$ cat src/rtl/single_clock_fifo_flagged.sv
// rtl/single_clock_fifo_flagged.sv - single-clock FIFO with occupancy flags, sticky errors, selectable read mode
// Capacity is tracked by an explicit word counter, so the full depth is usable.
module single_clock_fifo_flagged #(
   parameter int DATAWIDTH          = 8,
   parameter int DATADEPTH          = 16,
   parameter int ALMOST_FULL_LEVEL  = DATADEPTH - 2,
   parameter int ALMOST_EMPTY_LEVEL = 2,
   parameter int FWFT               = 0,
   localparam int ADDRESSWIDTH      = $clog2(DATADEPTH),
   localparam int COUNTWIDTH        = ADDRESSWIDTH + 1
) (
   input  logic                  clk,
   input  logic                  reset_n,
   input  logic                  clear,
   input  logic                  write_en,
   input  logic [DATAWIDTH-1:0]  data_in,
   input  logic                  read_req,
   output logic [DATAWIDTH-1:0]  data_out,
   output logic                  data_valid,
   output logic [COUNTWIDTH-1:0] word_count,
   output logic                  empty,
   output logic                  full,
   output logic                  almost_empty,
   output logic                  almost_full,
   output logic                  overflow,
   output logic                  underflow
);

   localparam logic [COUNTWIDTH-1:0] FULL_COUNT   = COUNTWIDTH'(DATADEPTH);
   localparam logic [COUNTWIDTH-1:0] AFULL_COUNT  = COUNTWIDTH'(ALMOST_FULL_LEVEL);
   localparam logic [COUNTWIDTH-1:0] AEMPTY_COUNT = COUNTWIDTH'(ALMOST_EMPTY_LEVEL);

   logic [DATAWIDTH-1:0]    storage [DATADEPTH];
   logic [ADDRESSWIDTH-1:0] write_pointer;
   logic [ADDRESSWIDTH-1:0] read_pointer;
   logic [COUNTWIDTH-1:0]   count_q;
   logic                    overflow_q;
   logic                    underflow_q;
   logic                    write_accept;
   logic                    read_accept;
   logic [DATAWIDTH-1:0]    head_word;

   // Flags come from the registered count, so they lag the request by one edge.
   assign empty        = (count_q == '0);
   assign full         = (count_q == FULL_COUNT);
   assign almost_full  = (count_q >= AFULL_COUNT);
   assign almost_empty = (count_q <= AEMPTY_COUNT);
   assign word_count   = count_q;
   assign overflow     = overflow_q;
   assign underflow    = underflow_q;

   assign write_accept = write_en && !full && !clear;
   assign read_accept  = read_req && !empty && !clear;
   assign head_word    = storage[read_pointer];

   always_ff @(posedge clk or negedge reset_n) begin
      if (!reset_n) begin
         write_pointer <= '0;
         read_pointer  <= '0;
         count_q       <= '0;
         overflow_q    <= 1'b0;
         underflow_q   <= 1'b0;
      end else if (clear) begin
         write_pointer <= '0;
         read_pointer  <= '0;
         count_q       <= '0;
         overflow_q    <= 1'b0;
         underflow_q   <= 1'b0;
      end else begin
         if (write_accept) write_pointer <= write_pointer + 1'b1;
         if (read_accept)  read_pointer  <= read_pointer + 1'b1;
         case ({write_accept, read_accept})
            2'b10:   count_q <= count_q + 1'b1;
            2'b01:   count_q <= count_q - 1'b1;
            default: count_q <= count_q;
         endcase
         if (write_en && full)  overflow_q  <= 1'b1;
         if (read_req && empty) underflow_q <= 1'b1;
      end
   end

   // Storage is never reset; the pointers alone define which words are live.
   always_ff @(posedge clk) begin
      if (write_accept) storage[write_pointer] <= data_in;
   end

   generate
      if (FWFT == 0) begin : g_registered
         logic [DATAWIDTH-1:0] data_q;
         logic                 valid_q;

         always_ff @(posedge clk or negedge reset_n) begin
            if (!reset_n) begin
               data_q  <= '0;
               valid_q <= 1'b0;
            end else if (clear) begin
               data_q  <= '0;
               valid_q <= 1'b0;
            end else if (read_accept) begin
               data_q  <= head_word;
               valid_q <= 1'b1;
            end else begin
               valid_q <= 1'b0;
            end
         end

         assign data_out   = data_q;
         assign data_valid = valid_q;
      end else begin : g_fwft
         assign data_out   = head_word;
         assign data_valid = !empty;
      end
   endgenerate

endmodule

$ cat config.mk
export PLATFORM = sky130hd
export DESIGN_NAME = single_clock_fifo_flagged
export DESIGN_NICKNAME = d
export VERILOG_FILES = /design/src/rtl/single_clock_fifo_flagged.sv
export SDC_FILE = /design/constraint.sdc
export NUM_CORES = 1
export LEC_CHECK = 0
export ABC_AREA = 1
export BUFFER_PORTS_ARGS = -buffer_cell sky130_fd_sc_hd__buf_4
export CAP_MARGIN = 10
export CORE_MARGIN = 4
export CORE_UTILIZATION = 43
export CTS_CLUSTER_SIZE = 8
export DETAILED_ROUTE_END_ITERATION = 10
export PLACE_DENSITY = 0.59
export SYNTH_ARGS = -nofsm -noshare
export SYNTH_HDL_FRONTEND = slang
export SYNTH_SLANG_ARGS = --single-unit
$ cat constraint.sdc
create_clock -name clk -period 2.6 [get_ports clk]
set_clock_uncertainty 0.15 [all_clocks]
set_input_delay 0.26 -clock clk [delete_from_list [all_inputs] [get_ports clk]]
set_output_delay 0.26 -clock clk [all_outputs]
set_load 0.05 [all_outputs]
==> impl_metrics.json, run 1 <==
{
  "hp-class": "primary input to flop",
  "grt_use_total": 0.187,
  "dr.pass1.iters": 5,
  "cp-start-kind": "flop",
  "worst_pin_slew_ns": 0.532,
  "synthesis.area_mm2": 0.00631,
  "antenna_found_initial": 0,
  "gp_congestion": 0.893,
  "hold_depth": 1,
  "peakVddDrop_mv": 0.548,
  "first_global_vias": 4037,
  "drive_gt1_frac": 0.191,
  "post_drt_wl_per_cell_um": 19.1,
  "maxCapViolations": 0,
  "diodes": 0,
  "setup_tns_ns": 0,
  "nFillCells": 1252,
  "avgSynthCellArea_um2": 11.9,
  "root_buffer": "clkbuf_16",
  "synth_nets": 548,
  "drc": 0,
  "numCtsBuffers": 17,
  "slew_headroom": 0.645,
  "hold_violations": 0,
  "port_buffers": 32,
  "ys_ff_latch": 152,
  "cp-end-kind": "flop",
  "viasPerCell": 5.40,
  "required_ns": 2.75,
  "wl_um": 15000,
  "clock_sinks": 152,
  "path_clk_slew_ns": 0.06,
  "reg2regPathDepth": 15,
  "ant_nets": 0,
  "clock_path_buffers": 2,
  "pwr_density_cell_mw_per_mm2": 1060,
  "die-area_mm2": 0.0167,
  "path_max_fanout": 8,
  "grt_max_degree": 54,
  "critPathArrivalTime_ns": 2.34,
  "ys_warn_count": 0,
  "core_mm2": 0.0145,
  "start_util": 0.436,
  "fmax_mhz": 458,
  "dpl.cell_count": 749,
  "die_y_um": 129,
  "final_nets": 608,
  "cts.htree.levels": 4,
  "pin_count": 33,
  "clock_latency_ns": 0.42,
  "yosysSeqAreaShare": 0.704,
  "cts_tree": "done",
  "status": "completed",
  "dp_hpwl_um": 9770,
  "grt_pass1_wl_um": 23100,
  "rows": 44,
  "rsz0062_at_grt": "no",
  "die_x_um": 129,
  "finalSetupViolations": 0,
  "grt_overflow": 0,
  "vias": 4237,
  "synthCells": 528,
  "totalPowerFinal_mw": 8.11,
  "drt_iter0_markers": 337,
  "syn2layout_area_growth_pct": 21.1,
  "multiInputGateArea_mm2": 0.00166,
  "cts_resized": 0,
  "register_area_mm2": 0.00445,
  "p_leak_nw": 2.91,
  "report.final.slew_viol_count": 0,
  "finalNonFillerCells": 785,
  "finalCritPeriodShare": 0.840,
  "synth.distinct_cells": 35,
  "worstSetupPathType": "flop to flop",
  "layout_min_cycle_time_ns": 2.18
}
## worst paths after layout
| kind | start | to | slack, ns |
|---|---|---|---|
| max | word_count[0] | word_count[4] | 0.42 |
| min reg2reg | underflow | underflow | 0.34 |
| max in group asynchronous | reset_n | read_pointer[0] | 1.89 |
| min in group asynchronous | reset_n | data_out[1] | 0.14 |
| min | data_in[2] | storage[8][2] | 0.02 |
| max reg2reg | word_count[0] | word_count[4] | 0.42 |
## flip-flops by register name (all words and copies together) (netlist names)
register and count:
write_pointer 4, overflow 1, underflow 1, data_valid 1, read_pointer 4, storage 128, data_out 8, word_count 5
## what timing repair did
| item | in CTS | in global routing |
|---|---|---|
| buffers inserted | 0 | 0 |
| hold endpoints to repair | 26 | 0 |
| hold buffers | 4 | 0 |
| endpoints found under the setup margin | 0 | 0 |
## metrics by stage
stage                     hold WS (ns)  cell area, µm²  setup WS [ns]  utilization
after floorplan                 -0.186            6310          0.326            -
after global placement          0.0327            6910          0.499        0.477
after detailed placement        0.0372            6910          0.439        0.477
after CTS                       0.0125            7640          0.424        0.528
after global routing            0.0211            7640          0.249        0.528
final                           0.0238            7640          0.415        0.528
## cell usage in the layout, fill, tap and decap left out, drive strengths merged
cell type and count:
edfxtp 128, nand2 90, nor2 65, o21ai 62
buf 60, nand3 37, inv 31, a21oi 24
dfrtp 24, clkbuf 22, o22ai 10, o221ai 7
ha 7, a221oi 6, bufinv 6, nand4 4
dlygate4sd3 4, a31oi 2, nor3 2, a2111oi 1
xnor2 1, a32o 1, o211ai 1, o31ai 1
o21bai 1, xor2 1, nand3b 1, clkinvlp 1
clkinv 1
## where the power goes
part / switching (mW) / internal (mW) / leakage [nW] / total (mW)
combinational: 1.68 / 0.682 / 1.11 / 2.36
sequential: 0.141 / 2.79 / 1.48 / 2.93
clock: 0.931 / 1.89 / 0.332 / 2.82
## per-layer routing
metal / global-route usage / up-vias / share of wire
met3: 0.0458 / 23 / 0.049
met4: 0.0673 / 0 / 0.023
met5: 0 / - / 0
met1: 0.258 / 2077 / 0.46
met2: 0.291 / 115 / 0.47
li1: - / 2022 / -
## Yosys cell counts, drive strengths merged
library cell / n / area, µm²
nor3: 2 / 10.0
a32o: 1 / 10.0
o31ai: 1 / 7.51
nor2: 65 / 278
a2111oi: 1 / 8.76
nand2: 90 / 355
nand3b: 1 / 7.51
o221ai: 7 / 61.3
o22ai: 10 / 62.6
a31oi: 2 / 12.5
a221oi: 6 / 52.6
nand4: 4 / 25.0
dfrtp: 24 / 601
ha: 7 / 87.6
o21ai: 62 / 310
clkbuf: 15 / 56.3
xor2: 1 / 8.76
edfxtp: 128 / 3840
buf: 8 / 40.0
nand3: 37 / 213
o211ai: 1 / 7.51
a21oi: 24 / 120
o21bai: 1 / 7.51
inv: 29 / 114
xnor2: 1 / 8.76
## worst max-delay path, cell delays in order, from the launching register on
cell and delay [ns]:
dfrtp_1 0.48, nor2_2 0.20, nand3_2 0.12, nand2_4 0.12, inv_4 0.07, nor2_8 0.15
nor2_1 0.07, nor2_2 0.14, ha_1 0.15, inv_1 0.04, nand2_2 0.07, nand3_2 0.08
nand2_1 0.07, nand2_1 0.04, nand3_1 0.06, nand2_1 0.05
## layout make-up
| type | count | area share |
|---|---|---|
| tap | 184 | 0.0301 |
| clock buffer | 22 | 0.0621 |
| sequential | 152 | 0.582 |
| multi-input combinational | 324 | 0.217 |
| inverter | 29 | 0.0149 |
| timing repair buffer | 64 | 0.0658 |
| clock inverter | 10 | 0.0280 |
## kinds of logic (layout without fill, tap and decap cells)
family	after synthesis	in the layout	share of synthesized area
adder cells (fa/ha/maj)	7	7	0.0139
flip-flops	152	152	0.704
AO/OA/AOI/OAI	116	116	0.105
XOR/XNOR	2	2	0.00278
AND/OR/NAND/NOR	199	199	0.141
buffers and inverters	52	125	0.0333
(Power assumes the default switching activity.)
==> run 2: changes to the inputs <==
==> constraint.sdc (replaced) <==
create_clock -name clk -period 2.1 [get_ports clk]
set_clock_uncertainty 0.15 [all_clocks]
set_input_delay 0.21 -clock clk [delete_from_list [all_inputs] [get_ports clk]]
set_output_delay 0.21 -clock clk [all_outputs]
set_load 0.05 [all_outputs]
==> run 2 against run 1 <==
  * Sequential share of layout area shrank 1.2 points
  * First-iteration DRC count up 27%
  * Total power is 20% higher
  * Final area rose by 2.3%
  * Sequential power grew 23%
  * Critical endpoint unchanged
  * Clock power decreased by 3%
==> impl_metrics.json, run 2 (synthesis results as in run 1) <==
{
  "power.internal_mw": 6.10,
  "cp-end-kind": "flop",
  "swShare": 0.374,
  "hold_violations": 0,
  "path_clk_slew_ns": 0.06,
  "design_area_mm2": 0.00782,
  "fmax_mhz": 490,
  "wl_um": 15200,
  "regMostFlops": "storage",
  "cts.htree.levels": 4,
  "grt_overflow": 0,
  "layout_min_cycle_time_ns": 2.04,
  "vias": 4406,
  "finalNonFillerCells": 808,
  "pre_cts_slack_ns": 0.0429,
  "start_util": 0.436,
  "holdWs_ns": 0.0806,
  "final_nets": 631,
  "worstSetupPathType": "primary input to flop",
  "die_x_um": 129,
  "pin_count": 33,
  "clock_latency_ns": 0.43,
  "post_drt_wl_per_cell_um": 18.8,
  "slew_headroom": 0.688,
  "first_global_vias": 4322,
  "p_seq_frac": 0.369,
  "grt_use_total": 0.188,
  "p_switching_mw": 3.65,
  "dp_hpwl_um": 9790,
  "grt_max_degree": 72,
  "status": "completed",
  "dpl.cell_count": 755,
  "gp_congestion": 0.864,
  "cp-start-kind": "primary input",
  "finalCritPeriodShare": 0.971,
  "pwr_density_cell_mw_per_mm2": 1250,
  "worst_pin_slew_ns": 0.467,
  "drive_gt1_frac": 0.223,
  "die_y_um": 129,
  "finalSetupViolations": 0,
  "rsz0062_at_grt": "yes",
  "final_cell_mix": "128 x edfxtp_1, 85 x nand2_1, 69 x buf_4, 57 x nor2_1, 43 x o21ai_0",
  "largest_reg_flops": 128,
  "placed_cell_area_mm2": 0.00699,
  "critPathArrivalTime_ns": 2.20,
  "peakVddDrop_mv": 0.555,
  "clock_power_share": 0.281,
  "root_buffer": "clkbuf_16",
  "setup_tns_ns": 0,
  "path_max_fanout": 5,
  "syn2layout_area_growth_pct": 23.9,
  "comb_power_share": 0.350,
  "numCtsBuffers": 17,
  "rows": 44,
  "die-area_mm2": 0.0167,
  "clock_path_buffers": 2,
  "totalPowerFinal_mw": 9.75,
  "viasPerCell": 5.45,
  "dr.pass1.iters": 5,
  "maxCapViolations": 0,
  "diodes": 0,
  "port_buffers": 32,
  "ant_nets": 0,
  "drt_iter0_markers": 429,
  "startpoint": "clear",
  "core_mm2": 0.0145,
  "required_ns": 2.26,
  "drc": 0,
  "r2r_start": "word_count[3]",
  "cts_tree": "done",
  "p_leak_nw": 2.96,
  "hp-class": "primary input to async pin",
  "report.final.slew_viol_count": 0,
  "clock_sinks": 152,
  "layout_commonest_cell": "edfxtp_1",
  "antenna_found_initial": 0,
  "grt_pass1_wl_um": 23500,
  "final.setup.worst_slack_ns": 0.0599,
  "fin_util": 0.540
}
[run 2: cell type report]
cell class                 count  area [µm²]
clock buffer                  18         429
clock inverter                14        98.8
fill                        1210        6660
inverter                      29         119
multi-input combinational    324        1740
sequential                   152        4450
tap                          184         230
timing repair buffer          87         748
[run 2: final timing paths]
| path | endpoint | slack (ns) | cells past startpoint |
|---|---|---|---|
| min reg2reg | data_out[7] | 0.37 | 2 |
| max | word_count[4] | 0.06 | 16 |
| min | data_out[5] | 0.08 | 2 |
| min in group clk | data_out[7] | 0.37 | 2 |
| max in group asynchronous | word_count[0] | 1.45 | 2 |
| max reg2reg | word_count[4] | 0.06 | 13 |
[run 2: power by group through the flow]
stage | Combinational (mW) | Clock, mW | Sequential, mW
finish | 3.41 | 2.74 | 3.60
global placement | 3.11 | 0 | 3.65
global route | 3.67 | 2.91 | 3.62
detailed placement | 3.14 | 0 | 3.66
CTS | 3.17 | 2.77 | 3.60
floorplan | 1.58 | 0 | 4.10
[run 2: metal layers]
layer | routed length (µm) | GRT usage | up-vias | part of all wire
met5 | 0 | 0 | - | 0
met4 | 220 | 0.0710 | 0 | 0.014
met3 | 759 | 0.0392 | 19 | 0.050
met2 | 7210 | 0.300 | 133 | 0.48
met1 | 6990 | 0.256 | 2187 | 0.46
li1 | - | - | 2067 | -
[run 2: worst max-delay path, stage by stage]
cell	delay, ns
dlygate4sd3_1	0.53
buf_4	0.16
inv_1	0.13
nand3_4	0.13
buf_12	0.15
nor2_8	0.14
nor2_4	0.04
nor2_2	0.10
ha_2	0.19
inv_2	0.04
nand2_4	0.06
nand3_2	0.07
nand2_1	0.07
nand2_1	0.06
nand3_2	0.06
nand2_1	0.05
[run 2: repair_timing]
action | in CTS | in global routing
gates resized for setup | 0 | 18
hold endpoints to repair | 162 | 0
hold buffers | 13 | 0
setup endpoints to repair | 0 | 2
buffers inserted | 0 | 8
==> run 3: changes to the inputs <==
--- a/config.mk
+++ b/config.mk
@@ -8,6 +8,7 @@
 export ABC_AREA = 1
 export BUFFER_PORTS_ARGS = -buffer_cell sky130_fd_sc_hd__buf_4
 export CAP_MARGIN = 10
+export CORE_ASPECT_RATIO = 0.8
 export CORE_MARGIN = 4
 export CORE_UTILIZATION = 43
 export CTS_CLUSTER_SIZE = 8
==> run 3 against run 2 <==
  * Sequential share of layout area fell by 0.42 points
  * Wire length rose by 4.6%
  * Flip-flop and latch count unchanged
  * Global-route usage grew 1.2 points
==> impl_metrics.json, run 3 (synthesis results as in run 1) <==
{
  "post_drt_wl_per_cell_um": 19.5,
  "viasPerCell": 5.45,
  "p_leak_nw": 3.02,
  "hp-class": "primary input to flop",
  "required_ns": 2.26,
  "cts.htree.levels": 4,
  "worst_pin_slew_ns": 0.449,
  "vias": 4427,
  "worstSetupPathType": "flop to flop",
  "layout_commonest_cell": "edfxtp_1",
  "fmax_mhz": 498,
  "swShare": 0.364,
  "path_clk_slew_ns": 0.06,
  "clock_path_buffers": 2,
  "hold_violations": 0,
  "grt_max_degree": 39,
  "drc": 0,
  "first_global_vias": 4244,
  "slew_headroom": 0.700,
  "wl_um": 15900,
  "syn2layout_area_growth_pct": 24.8,
  "die_y_um": 116,
  "peakVddDrop_mv": 0.870,
  "gp_congestion": 0.903,
  "finalCritPeriodShare": 0.957,
  "maxCapViolations": 0,
  "final_cell_mix": "128 x edfxtp_1, 85 x nand2_1, 77 x buf_4, 57 x nor2_1, 43 x o21ai_0",
  "cts_tree": "done",
  "setup_tns_ns": 0,
  "clock_power_share": 0.306,
  "die-area_mm2": 0.0167,
  "drive_gt1_frac": 0.231,
  "drt_iter0_markers": 366,
  "comb_power_share": 0.338,
  "pin_count": 33,
  "rows": 39,
  "pre_cts_slack_ns": 0.00669,
  "final_nets": 636,
  "root_buffer": "clkbuf_16",
  "p_seq_frac": 0.356,
  "cp-end-kind": "flop",
  "clock_sinks": 152,
  "start_util": 0.440,
  "core_mm2": 0.0143,
  "final.setup.worst_slack_ns": 0.0907,
  "report.final.slew_viol_count": 0,
  "grt_pass1_wl_um": 24500,
  "grt_overflow": 0,
  "antenna_found_initial": 0,
  "port_buffers": 32,
  "layout_min_cycle_time_ns": 2.01,
  "status": "completed",
  "dp_hpwl_um": 10000,
  "ant_nets": 0,
  "path_max_fanout": 6,
  "regMostFlops": "storage",
  "die_x_um": 143,
  "cp-start-kind": "flop",
  "grt_use_total": 0.200,
  "critPathArrivalTime_ns": 2.17,
  "pwr_density_cell_mw_per_mm2": 1290,
  "clock_latency_ns": 0.43,
  "dr.pass1.iters": 5,
  "power.internal_mw": 6.44,
  "finalSetupViolations": 0,
  "largest_reg_flops": 128,
  "p_switching_mw": 3.68,
  "diodes": 0,
  "numCtsBuffers": 17
}
==> run 3: cell count changes in the layout (fill, tap and decap cells not counted), sizes merged <==
| cell | previous run | this run |
|---|---|---|
| buf | 74 | 80 |
| bufinv | 0 | 3 |
| inv | 33 | 31 |
| clkbuf | 18 | 17 |
| dlygate4sd3 | 13 | 12 |
==> run 3: power by group through the flow <==
| stage | clock network (mW) | registers (mW) | logic, mW |
|---|---|---|---|
| final | 3.10 | 3.61 | 3.42 |
| after global routing | 3.30 | 3.62 | 3.68 |
| after CTS | 3.13 | 3.59 | 3.22 |
| after detailed placement | 0 | 3.66 | 3.16 |
| after global placement | 0 | 3.66 | 3.12 |
| after floorplan | 0 | 4.10 | 1.58 |
==> run 3: worst paths after layout <==
check                                       end     startpoint  cells past startpoint  slack, ns
max in group asynchronous         word_count[4]        reset_n                      2       1.43
worst max register to register    word_count[4]  word_count[3]                     15       0.09
worst min register to register      data_out[2]    data_out[2]                      2       0.37
min in group asynchronous           data_out[6]        reset_n                      2       0.08
worst max-delay path              word_count[4]  word_count[3]                     15       0.09
worst min-delay path            read_pointer[2]       read_req                      3       0.03
==> run 3: metal layers <==
metal	wire length, µm	vias up	global-route usage
met5	0	-	0
met1	7550	2216	0.288
met4	317	0	0.0734
met2	7350	106	0.303
met3	664	21	0.0397
li1	-	2084	-
==> run 3: through the flow <==
stage	util	area, µm²	power [mW]	instances	hold WS (ns)
after detailed placement	0.489	7010	6.82	757	-0.0114
after floorplan	-	6330	5.68	528	-0.236
after global placement	0.489	7010	6.77	757	-0.0165
after global routing	0.549	7870	10.6	813	0.0205
after CTS	0.539	7740	9.94	802	0.00802
final	0.549	7870	10.1	813	0.0343
==> run 3: area by class of cell <==
type | instances | area (µm²)
Clock buffer | 17 | 425
Clock inverter | 15 | 176
Fill cell | 1216 | 6470
Inverter | 29 | 116
Multi-Input combinational cell | 324 | 1720
Sequential cell | 152 | 4450
Tap cell | 184 | 230
Timing Repair Buffer | 92 | 758
==> run 3: what timing repair did <==
item                                   in CTS  in global routing
endpoints found under the hold margin     147                  0
resized for setup                           0                 10
setup endpoints to repair                   1                  2
pin swaps                                   0                 11
hold buffers                               12                  0
setup buffers                               1                 11
==> run 3: worst max-delay path: stages (launching register included) <==
cell and delay, ns:
dfrtp_2 0.43, nor2_4 0.17, nand3_4 0.11, nand2_4 0.11
inv_6 0.05, nor2_8 0.15, nor2_4 0.04, nor2_2 0.10
ha_2 0.17, inv_1 0.04, nand2_2 0.08, nand3_2 0.07
nand2_1 0.06, nand2_1 0.05, nand3_1 0.06, nand2_1 0.05
